==> src/rtl/dff_bank_arbiter.sv <==
// ---------------------------------------------------------------------------
// dff_bank_arbiter
//
// Shares a small bank of D flip-flop registers between two writers, A and B.
// A round-robin arbiter picks a winner while the sequencer is idle. The
// winner's address/data are latched into a holding register, committed to
// the bank on the following edge, and then acknowledged with a done pulse.
// One write completes every three cycles.
//
// Ports:
//   Cp       - clock, all state updates on the rising edge
//   nCLR     - asynchronous active-low reset, clears everything incl. bank
//   reqA     - writer A request (held until gntA is seen)
//   addrA    - writer A target entry
//   dataA    - writer A write data
//   reqB     - writer B request (same rules as A)
//   addrB    - writer B target entry
//   dataB    - writer B write data
//   gntA     - registered one-cycle grant pulse to A
//   gntB     - registered one-cycle grant pulse to B
//   done     - registered one-cycle pulse, granted write has been committed
//   busy     - high whenever the sequencer is not idle
//   rd_addr  - read address
//   rd_data  - combinational read of the committed bank entry
// ---------------------------------------------------------------------------
module dff_bank_arbiter #(
  parameter int WIDTH = 4,
  parameter int AW    = 2
) (
  input  logic             Cp,
  input  logic             nCLR,
  input  logic             reqA,
  input  logic [AW-1:0]    addrA,
  input  logic [WIDTH-1:0] dataA,
  input  logic             reqB,
  input  logic [AW-1:0]    addrB,
  input  logic [WIDTH-1:0] dataB,
  output logic             gntA,
  output logic             gntB,
  output logic             done,
  output logic             busy,
  input  logic [AW-1:0]    rd_addr,
  output logic [WIDTH-1:0] rd_data
);

  localparam int DEPTH = 1 << AW;

  typedef enum logic [1:0] {
    IDLE    = 2'd0,
    CAPTURE = 2'd1,
    COMMIT  = 2'd2
  } state_t;

  state_t           state;
  logic [AW-1:0]    hold_addr;
  logic [WIDTH-1:0] hold_data;
  logic             last;
  logic [WIDTH-1:0] bank [DEPTH];

  logic any_req;
  logic win_b;

  // B wins when it is the only requester, or on a tie when A was served
  // last (last == 0). Otherwise A wins.
  assign any_req = reqA | reqB;
  assign win_b   = reqB & (~reqA | ~last);

  // Sequencer, arbiter state and bank storage share one clocked process so
  // the asynchronous clear reaches every register in the same place.
  always_ff @(posedge Cp or negedge nCLR) begin
    if (!nCLR) begin
      state     <= IDLE;
      gntA      <= 1'b0;
      gntB      <= 1'b0;
      done      <= 1'b0;
      last      <= 1'b1;
      hold_addr <= '0;
      hold_data <= '0;
      for (int i = 0; i < DEPTH; i++) begin
        bank[i] <= '0;
      end
    end else begin
      case (state)
        IDLE: begin
          if (any_req) begin
            state     <= CAPTURE;
            gntA      <= ~win_b;
            gntB      <= win_b;
            last      <= win_b;
            hold_addr <= win_b ? addrB : addrA;
            hold_data <= win_b ? dataB : dataA;
          end
        end
        CAPTURE: begin
          // Requests are ignored here; the latched write lands in the bank.
          bank[hold_addr] <= hold_data;
          gntA            <= 1'b0;
          gntB            <= 1'b0;
          done            <= 1'b1;
          state           <= COMMIT;
        end
        COMMIT: begin
          done  <= 1'b0;
          state <= IDLE;
        end
        default: begin
          state <= IDLE;
          gntA  <= 1'b0;
          gntB  <= 1'b0;
          done  <= 1'b0;
        end
      endcase
    end
  end

  assign busy    = (state != IDLE);
  assign rd_data = bank[rd_addr];

endmodule

==> config.mk <==
export PLATFORM = sky130hd
export DESIGN_NAME = dff_bank_arbiter
export DESIGN_NICKNAME = d
export VERILOG_FILES = /design/src/rtl/dff_bank_arbiter.sv
export SDC_FILE = /design/constraint.sdc
export NUM_CORES = 1
export LEC_CHECK = 0
export BUFFER_PORTS_ARGS = -buffer_cell sky130_fd_sc_hd__clkbuf_2
export CAP_MARGIN = 20
export CELL_PAD_IN_SITES_DETAIL_PLACEMENT = 0
export CELL_PAD_IN_SITES_GLOBAL_PLACEMENT = 1
export CORE_MARGIN = 1.5
export CORE_UTILIZATION = 42
export DETAILED_ROUTE_END_ITERATION = 16
export GPL_TIMING_DRIVEN = 0
export PLACE_DENSITY = 0.74
export SETUP_SLACK_MARGIN = 0.05
export SYNTH_ARGS = -nofsm -noshare
export SYNTH_HDL_FRONTEND = slang
export SYNTH_SLANG_ARGS = --single-unit
==> constraint.sdc <==
create_clock -name Cp -period 1.6 [get_ports Cp]
set_input_delay 0.08 -clock Cp [delete_from_list [all_inputs] [get_ports Cp]]
set_output_delay 0.08 -clock Cp [all_outputs]
set_load 0.005 [all_outputs]
==> qor.txt, run 1 <==
Minimum clock period = 1440 ps
Clock Latency Late Sink = 320 ps
Total grt overflow = 0
# DRC = 0
Global routing's busiest layer = met2
Number of CTS-inserted buffers = 3
Fin crit share = 89.9%
Largest cells by area after synthesis = dfrtp_1 (54%), mux2_2 (14%), mux4_2 (7.2%)
Pwr dens = 1700 nW/um^2
Clk slew on worst S/H paths = 140 ps
Final Hold Vio Count = 0
Placed insts = 146
Fin. max-slew vios = 0
HP Start = reqB
Final cell count without fillers = 157
Routability cong. = 0.749
Layout cells sized above 1 = 42.1%
Cell count along the critical path = 3
Worst hold-check path type = in -> reg
Cell Chain, Critical Path = nor2b_4 > nor3b_4 > mux2_2
Drt first-iter violations = 13
Die width = 57.4 um
Number of global-route vias before repair = 805
Critical path arrival = 1660 ps
Post-synth top area share = 54.3%
Critical path data required time = 1820 ps
Grt met3 use = 2.04%
Post-DR vias/cell = 5.31
I/O pin count = 26
DR WL/cell = 14.8 um
Met2 usage = 24.7%
Die Y = 57.4 um
CP delay by family, top = simple AND/OR/NAND/NOR gates
DR pass1 iterations = 4
Ant. Diodes = 0
Max Cap Viol = 0
Core area = 2780 um^2
Fin util = 54.0%
Post-synthesis cell count = 91
Max Clk Rate = 695 MHz
Worst Hold Depth = 3
CTS H-tree lvls = 1
Routed WL = 2320 um
Leading area contributor after synthesis = dfrtp_1
Max stage delay on crit path = 450 ps
DIE AREA = 3300 um^2
Seq/Total Area, Yosys = 56.4%
Synth Warn # = 0
Worst-margin pin slew = 691 ps
Post-Syn Area per Cell = 13.7 um^2
Total vias in the final route = 833
Most common cell after layout, fill and taps aside = dfrtp_1
# setup viols final = 0
Clock sinks = 28
Nets = 145
Rows = 19
Tot GR Track Use = 15.9%
R2r setup slk = 160 ps
Syn Nets = 109
I/O Buffers = 24
First-pass GRT wire length = 3950 um
Pleak = 0.716 nW
Slew HR = 53.9%
Status = completed
CP Launch Point = state[0]
Max VDD drop = 1.01 mV
Worst-case reg-to-reg path depth = 3
Starting Density = 44.8%
Worst Setup Start Kind = flip-flop
Synth unique cells = 24
Antenna violations before repair = 0
CTS tree = done
Commonest non-fill, non-tap cells in the layout = dfrtp_1 (26), clkbuf_2 (24), mux2_2 (16)
Largest net degree at the start of global routing = 29
Unrepaired setup endpoints after global routing = no
Crit Path Category = reg -> reg
Setup_tns = 0 ps
Max clock buf depth = 2
Yosys reg bits = 28
Layout Skew = 1.22 ps
Slowest cell on crit path = dfrtp_1
Setup Buffers After CTS = 0
WP buf/inv = 0
Root Driver = clkbuf_4
Worst r2r src = state[0]
M1 GR Usage = 22.4%
Remaining antenna violation count = 0
Worst Path Max Fanout = 5
Synthesized cell area = 1240 um^2
P&R area growth vs syn = 20.6%
Worst setup EP type = flip-flop
-- layout make-up --
class / instances / area, um^2
Tap cell: 31 / 38.8
Sequential cell: 28 / 703
Multi-Input combinational cell: 57 / 512
Timing Repair Buffer: 31 / 190
Fill cell: 243 / 1280
Clock buffer: 4 / 26.3
Buffer: 2 / 16.3
Inverter: 4 / 15.0
-- report_power, final --
part	internal [W]	switching, W	total [W]
logic	0.000569	0.000368	0.000937
clock network	0.0000975	0.000198	0.000295
registers	0.00105	0.000266	0.00132
-- repair_timing --
action                     CTS  global route
hold endpoints to repair    33             0
gates resized for setup      0             1
hold buffers                 7             0
setup endpoints to repair    0             3
-- sequential cells by signal (all words and copies together) (netlist names) --
| register | count |
|---|---|
| done | 1 |
| bank | 16 |
| gntB | 1 |
| hold_data | 4 |
| last | 1 |
| gntA | 1 |
| hold_addr | 2 |
| state | 2 |
-- path summary, 6_finish.rpt --
path | end
min in group asynchronous | bank[14]
worst max-delay path | bank[13]
max in group asynchronous | state[1]
worst min register to register | done
worst min-delay path | gntB
worst max register to register | bank[13]
-- worst register-to-register path, stage by stage, from the launching register on --
cell and delay (ps):
dfrtp_1 450, nor2b_4 200, nor3b_4 320, mux2_2 370
-- synth_stat cells, drive strengths merged --
cell type and number:
buf 2, mux2 16, o21ai 3, nand2 7, dfrtp 27, nand3b 1
nand3 1, dfstp 1, nor3b 1, a21oi 2, or3 1, and3 1
a221o 6, a21o 1, nor2b 2, and3b 2, nor3 6, nor2 3
mux4 4, clkinv 1, inv 3
-- cell families (layout without fill, tap and decap cells) --
kind of cell,after synthesis,after routing,share of synthesized area [%]
buf+inv,6,41,2.51
mux,20,20,21.7
compound gates,12,12,7.44
simple gates,25,25,12.0
flops,28,28,56.4
-- per-stage QoR --
step,setup slack [ps],hold slack [ps],power (W),instance area [um^2]
floorplan,314,-216,0.00195,1240
global placement,160,137,0.00222,1400
detailed placement,135,148,0.00227,1400
CTS,119,36.7,0.00258,1500
global route,52.2,47.3,0.00274,1500
finish,161,47.3,0.00255,1500
-- routing by layer --
layer,vias to the layer above,part of all wire [%]
met1,393,48
met4,0,1.0
li1,412,-
met5,-,0
met2,26,46
met3,2,4.6
Power figures use the tool's default switching activity.
==> run 2: changes to the inputs <==
- BUFFER_PORTS_ARGS: -buffer_cell sky130_fd_sc_hd__clkbuf_2 -> -buffer_cell sky130_fd_sc_hd__buf_2
==> run 2 against run 1 <==
Die area stayed put. Wire length fell by 3.9%. Critical path depth is the same. Global-route usage down 0.69 points. Clock skew increased by 0.60 ps.
==> qor.txt, run 2 (same netlist as run 1, synthesis figures left out) <==
Fin crit share = 90.1% (+0.11 points)
Clock sinks = 28 (unchanged)
DR pass1 iterations = 4 (unchanged)
WP buf/inv = 0 (unchanged)
Regs by FF count = bank x16, hold_data x4
Clock Latency Late Sink = 320 ps (about the same)
Core area = 2780 um^2 (unchanged)
CTS H-tree lvls = 1 (unchanged)
Number of global-route vias before repair = 802 (-0.37%)
Rows = 19 (unchanged)
Fin. max-slew vios = 0 (unchanged)
Tot GR Track Use = 15.2% (-0.69 points)
Worst-case reg-to-reg path depth = 3 (unchanged)
Layout cells sized above 1 = 42.1% (unchanged)
# setup viols final = 0 (unchanged)
Post-route cell area = 1500 um^2 (about the same)
First-pass GRT wire length = 3780 um (-4.2%)
DR WL/cell = 14.2 um (-3.9%)
Layout Skew = 1.82 ps (+0.598 ps)
Post-DR vias/cell = 5.41 (+2.0%)
Status = completed
Reg-to-reg critical path endpoint = hold_data[2]
Max VDD drop = 0.983 mV (-2.8%)
Pint = 0.00172 W (about the same)
Worst Hold Depth = 3 (unchanged)
Starting Density = 44.8% (unchanged)
R2r setup slk = 160 ps (about the same)
Setup Buffers After CTS = 0 (unchanged)
CP delay by family, top = compound AO/OA/AOI/OAI gates
Fill count = 248 (+2.1%)
Pleak = 0.717 nW (+0.20%)
Worst Setup Start Kind = flip-flop
Minimum clock period = 1440 ps (+1.83 ps)
Switching pwr = 0.000814 W (-2.1%)
Max Cap Viol = 0 (unchanged)
Routability cong. = 0.750 (about the same)
Max clock buf depth = 2 (unchanged)
Setup_tns = 0 ps (unchanged)
Cell Chain, Critical Path = nor2_1 > o21ai_1 > a221o_1
Largest net degree at the start of global routing = 29 (unchanged)
M1 GR Usage = 21.3% (-1.1 points)
Root Driver = clkbuf_4
Largest register FFs = 16 (unchanged)
I/O Buffers = 24 (unchanged)
Fin util = 53.9% (about the same)
Max stage delay on crit path = 480 ps (+30 ps)
Clock share of power = 11.3% (-0.3 points)
Worst setup EP type = flip-flop
Drt first-iter violations = 27 (+14)
Antenna violations before repair = 0 (unchanged)
Combinational share of power = 36.8% (about the same)
I/O pin count = 26 (unchanged)
Die Y = 57.4 um (unchanged)
Final Hold Vio Count = 0 (unchanged)
Net Sw Frac = 32.2% (-0.46 points)
Worst hold-check path type = in -> reg
Remaining antenna violation count = 0 (unchanged)
Slew HR = 59.8% (+5.9 points)
Clk slew on worst S/H paths = 130 ps (about the same)
Worst Path Max Fanout = 8 (+3)
Largest reg by FF count = bank
P&R area growth vs syn = 20.5% (about the same)
Nets = 145 (unchanged)
Max Clk Rate = 694 MHz (-0.13%)
Worst-margin pin slew = 603 ps (-88.7 ps)
Slowest cell on crit path = dfrtp_1
Routed WL = 2230 um (-3.9%)
CTS tree = done
Worst r2r src = state[1]
Ant. Diodes = 0 (unchanged)
HP Start = reqB
Most common cell after layout, fill and taps aside = dfrtp_1
Die width = 57.4 um (unchanged)
Met2 usage = 24.0% (-0.65 points)
Number of CTS-inserted buffers = 3 (unchanged)
# DRC = 0 (unchanged)
Critical path arrival = 1660 ps (about the same)
Pwr dens = 1690 nW/um^2 (-0.66%)
DIE AREA = 3300 um^2 (unchanged)
Unrepaired setup endpoints after global routing = no
Hold Path End = gntB
Reg power frac = 51.8% (about the same)
Global routing's busiest layer = met2
Total vias in the final route = 850 (+2.0%)
Commonest non-fill, non-tap cells in the layout = dfrtp_1 (27), buf_2 (25), mux2_2 (16)
Total grt overflow = 0 (unchanged)
Critical path data required time = 1820 ps (about the same)
Crit Path Category = reg -> reg
DP Area = 1400 um^2 (unchanged)
Grt met3 use = 2.04% (unchanged)
## run 2: changes by cell type in the layout (fill, tap and decap cells not counted)
cell | previous run | this run
clkinv_1 | 1 | 0
buf_2 | 1 | 25
clkbuf_2 | 24 | 0
inv_2 | 0 | 1
dfrtp_1 | 26 | 27
dfrtp_2 | 1 | 0
## run 2: stage by stage
step                setup slack, ps  power, W  std cells  hold WS, ps
finish                          159   0.00253        157         46.9
global route                   55.5   0.00271        157         38.5
CTS                             120   0.00256        157         38.2
detailed placement              146   0.00227        146          121
global placement                160   0.00221        146          113
floorplan                       314   0.00195         91         -216
## run 2: tightest hold or removal path, stage by stage
cell	delay, ps
buf_2	120
nand3b_1	80
a21oi_1	60
## run 2: timing repair
item	in CTS	in global routing
hold endpoints to repair	33	0
setup endpoints to repair	0	1
hold buffers	7	0
gates resized for setup	0	1
## run 2: final cells by class
class	count	area [um^2]	share of cell area (%)
sequential	28	702	46.8
multi-input combinational	57	512	34.1
timing repair buffer	31	190	12.7
tap	31	38.8	2.59
clock buffer	4	26.3	1.75
buffer	2	16.3	1.08
inverter	4	15.0	1.00
## run 2: how the worst max path moves through the flow
| stage | startpoint | endpoint | slack, ps | cells after the start |
|---|---|---|---|---|
| after floorplan | state[1] | bank[12] | 310 | 3 |
| after global placement | state[1] | bank[13] | 160 | 3 |
| after detailed placement | state[0] | bank[13] | 150 | 3 |
| after CTS | state[1] | busy | 120 | 3 |
| after global routing | state[0] | bank[13] | 60 | 3 |
| final | state[1] | hold_data[2] | 160 | 3 |
## run 2: power by group through the flow
| stage | combinational, W | sequential [W] | clock (W) |
|---|---|---|---|
| after floorplan | 0.000699 | 0.00125 | 0 |
| after global placement | 0.000911 | 0.00130 | 0 |
| after detailed placement | 0.000937 | 0.00133 | 0 |
| after CTS | 0.000951 | 0.00131 | 0.000301 |
| after global routing | 0.00103 | 0.00136 | 0.000330 |
| final | 0.000932 | 0.00131 | 0.000287 |
## run 2: routing by layer
layer	vias up	wire length, um
met2	28	1080
met1	409	1010
li1	409	-
met4	0	40
met5	-	0
met3	4	101
==> run 3: changes to the inputs <==
- CORE_ASPECT_RATIO: default -> 2
- RECOVER_POWER: default -> 100
==> run 3 against run 2 <==
Wire length increased by 0.94%. Clock power increased by 92%. Design area decreased by 1.3%. Clock skew decreased by 0.59 ps. Die area increased by 0.59%. First-iteration DRC count decreased by 59%. Critical path type unchanged.
==> qor.txt, run 3 (same netlist as run 1, synthesis figures left out) <==
Core area = 2770 um^2 (-0.40%)
Die Y = 80.0 um (+39%)
Clock sinks = 28 (unchanged)
Worst Setup Start Kind = flip-flop
HP Start = dataB[3]
CTS H-tree lvls = 1 (unchanged)
Antenna violations before repair = 0 (unchanged)
# setup viols final = 0 (unchanged)
Pwr dens = 1870 nW/um^2 (+11%)
First-pass GRT wire length = 3770 um (-0.37%)
Clock Latency Late Sink = 280 ps (-40 ps)
DP Area = 1400 um^2 (-0.18%)
Number of global-route vias before repair = 819 (+2.1%)
Worst-case reg-to-reg path depth = 3 (unchanged)
Routability cong. = 0.660 (-12%)
Post-route cell area = 1480 um^2 (-1.3%)
Ant. Diodes = 0 (unchanged)
Fin crit share = 90.9% (+0.86 points)
CTS tree = done
Final cell count without fillers = 149 (-5.1%)
Largest reg by FF count = bank
Max Clk Rate = 687 MHz (-0.95%)
R2r setup slk = 150 ps (about the same)
Critical path arrival = 1630 ps (-30 ps)
Layout Skew = 1.23 ps (-0.592 ps)
P&R area growth vs syn = 18.9%
DP Wirelength = 1810 um
Routed WL = 2250 um (+0.94%)
Die width = 41.5 um (-28%)
Worst hold-check path type = in -> reg
Max Cap Viol = 0 (unchanged)
Hold Path End = hold_data[3]
Setup Buffers After CTS = 0 (unchanged)
Crit Path Category = reg -> reg
Regs by FF count = bank x16, hold_data x4
Most common cell after layout, fill and taps aside = dfrtp_1
Fill count = 263 (+6.0%)
Commonest non-fill, non-tap cells in the layout = dfrtp_1 (27), buf_2 (22), mux2_2 (16)
Placed insts = 144 (-1.4%)
Max VDD drop = 0.911 mV (-7.3%)
Drt first-iter violations = 11 (-59%)
Number of CTS-inserted buffers = 3 (unchanged)
Post-DR vias/cell = 5.44 (+0.41%)
Slew HR = 55.7% (-4.1 points)
Total grt overflow = 0 (unchanged)
Total vias in the final route = 810 (-4.7%)
Starting Density = 44.9% (+0.18 points)
DIE AREA = 3320 um^2 (+0.59%)
Pleak = 0.707 nW (-1.4%)
# DRC = 0 (unchanged)
Setup_tns = 0 ps (unchanged)
Rows = 27 (+8)
DR pass1 iterations = 2 (-2)
Worst Hold Depth = 2 (-1)
Worst setup EP type = flip-flop
Unrepaired setup endpoints after global routing = no
Remaining antenna violation count = 0 (unchanged)
Layout cells sized above 1 = 41.7% (-0.40 points)
Clk slew on worst S/H paths = 90 ps (-40 ps)
Root Driver = clkbuf_8
DR WL/cell = 15.1 um (+6.4%)
Critical path data required time = 1770 ps (-50 ps)
Fin. max-slew vios = 0 (unchanged)
Max clock buf depth = 2 (unchanged)
I/O Buffers = 24 (unchanged)
Final Hold Vio Count = 0 (unchanged)
Reg-to-reg critical path endpoint = bank[15]
I/O pin count = 26 (unchanged)
Nets = 139 (-4.1%)
Largest register FFs = 16 (unchanged)
Worst-margin pin slew = 665 ps (+62.2 ps)
Largest net degree at the start of global routing = 29 (unchanged)
Worst Path Max Fanout = 5 (-3)
Minimum clock period = 1450 ps (+13.8 ps)
Worst r2r src = state[0]
Tot GR Track Use = 15.5% (+0.26 points)
Status = completed
## run 3: cell count changes in the layout (fill, tap and decap cells not counted), moves of 3 or more
cell,delta
buf_2,-3
clkbuf_4,-3
clkbuf_8,+3
dlygate4sd3_1,-6
## run 3: area by class of cell
type | count | area [um^2] | area share, %
Clock buffer | 3 | 41.3 | 2.79
Clock inverter | 1 | 30.0 | 2.03
Tap cell | 29 | 36.3 | 2.45
Sequential cell | 28 | 702 | 47.4
Inverter | 4 | 15.0 | 1.01
Buffer | 2 | 16.3 | 1.10
Multi-Input combinational cell | 57 | 512 | 34.6
Timing Repair Buffer | 25 | 128 | 8.62
## run 3: per-layer routing
metal  up-vias  global-route usage [%]  wire, um  part of all wire, %
met2        22                    28.0      1280                   57
met3         5                    2.26        76                  3.4
met1       389                    15.7       830                   37
met4         0                    10.6        71                  3.1
li1        394                       -         -                    -
met5         -                       0         0                    0
## run 3: stage by stage
stage               worst slack [ps]  total power [W]  hold WS, ps  utilization (%)
detailed placement               137          0.00227          127             50.6
finish                           145          0.00277         24.8             53.4
global placement                 148          0.00221          109             50.6
CTS                              128          0.00282         15.2             53.5
floorplan                        314          0.00195         -216                -
global route                    79.7          0.00296         19.1             53.4
## run 3: repair_timing
| action | in CTS | in global routing |
|---|---|---|
| gates resized for setup | 0 | 1 |
| setup endpoints to repair | 0 | 1 |
| hold buffers | 1 | 0 |
| hold endpoints to repair | 27 | 0 |
## run 3: power by group
part | switching (W) | internal (W) | total, W | leakage, nW
Sequential | 0.000257 | 0.00105 | 0.00130 | 0.348
Clock | 0.000215 | 0.000335 | 0.000550 | 0.0357
Combinational | 0.000359 | 0.000553 | 0.000912 | 0.324
## run 3: worst max-delay path by stage
stage | start | to | slack, ps
after detailed placement | state[0] | bank[15] | 140
after floorplan | state[1] | bank[12] | 310
after CTS | state[0] | bank[15] | 130
final | state[0] | bank[15] | 150
after global routing | state[0] | bank[13] | 80
after global placement | state[1] | bank[14] | 150
## run 3: worst max-delay path: stages (launching register included)
cell	delay [ps]
dfrtp_1	440
nor2b_4	210
nor3b_4	330
mux2_2	370
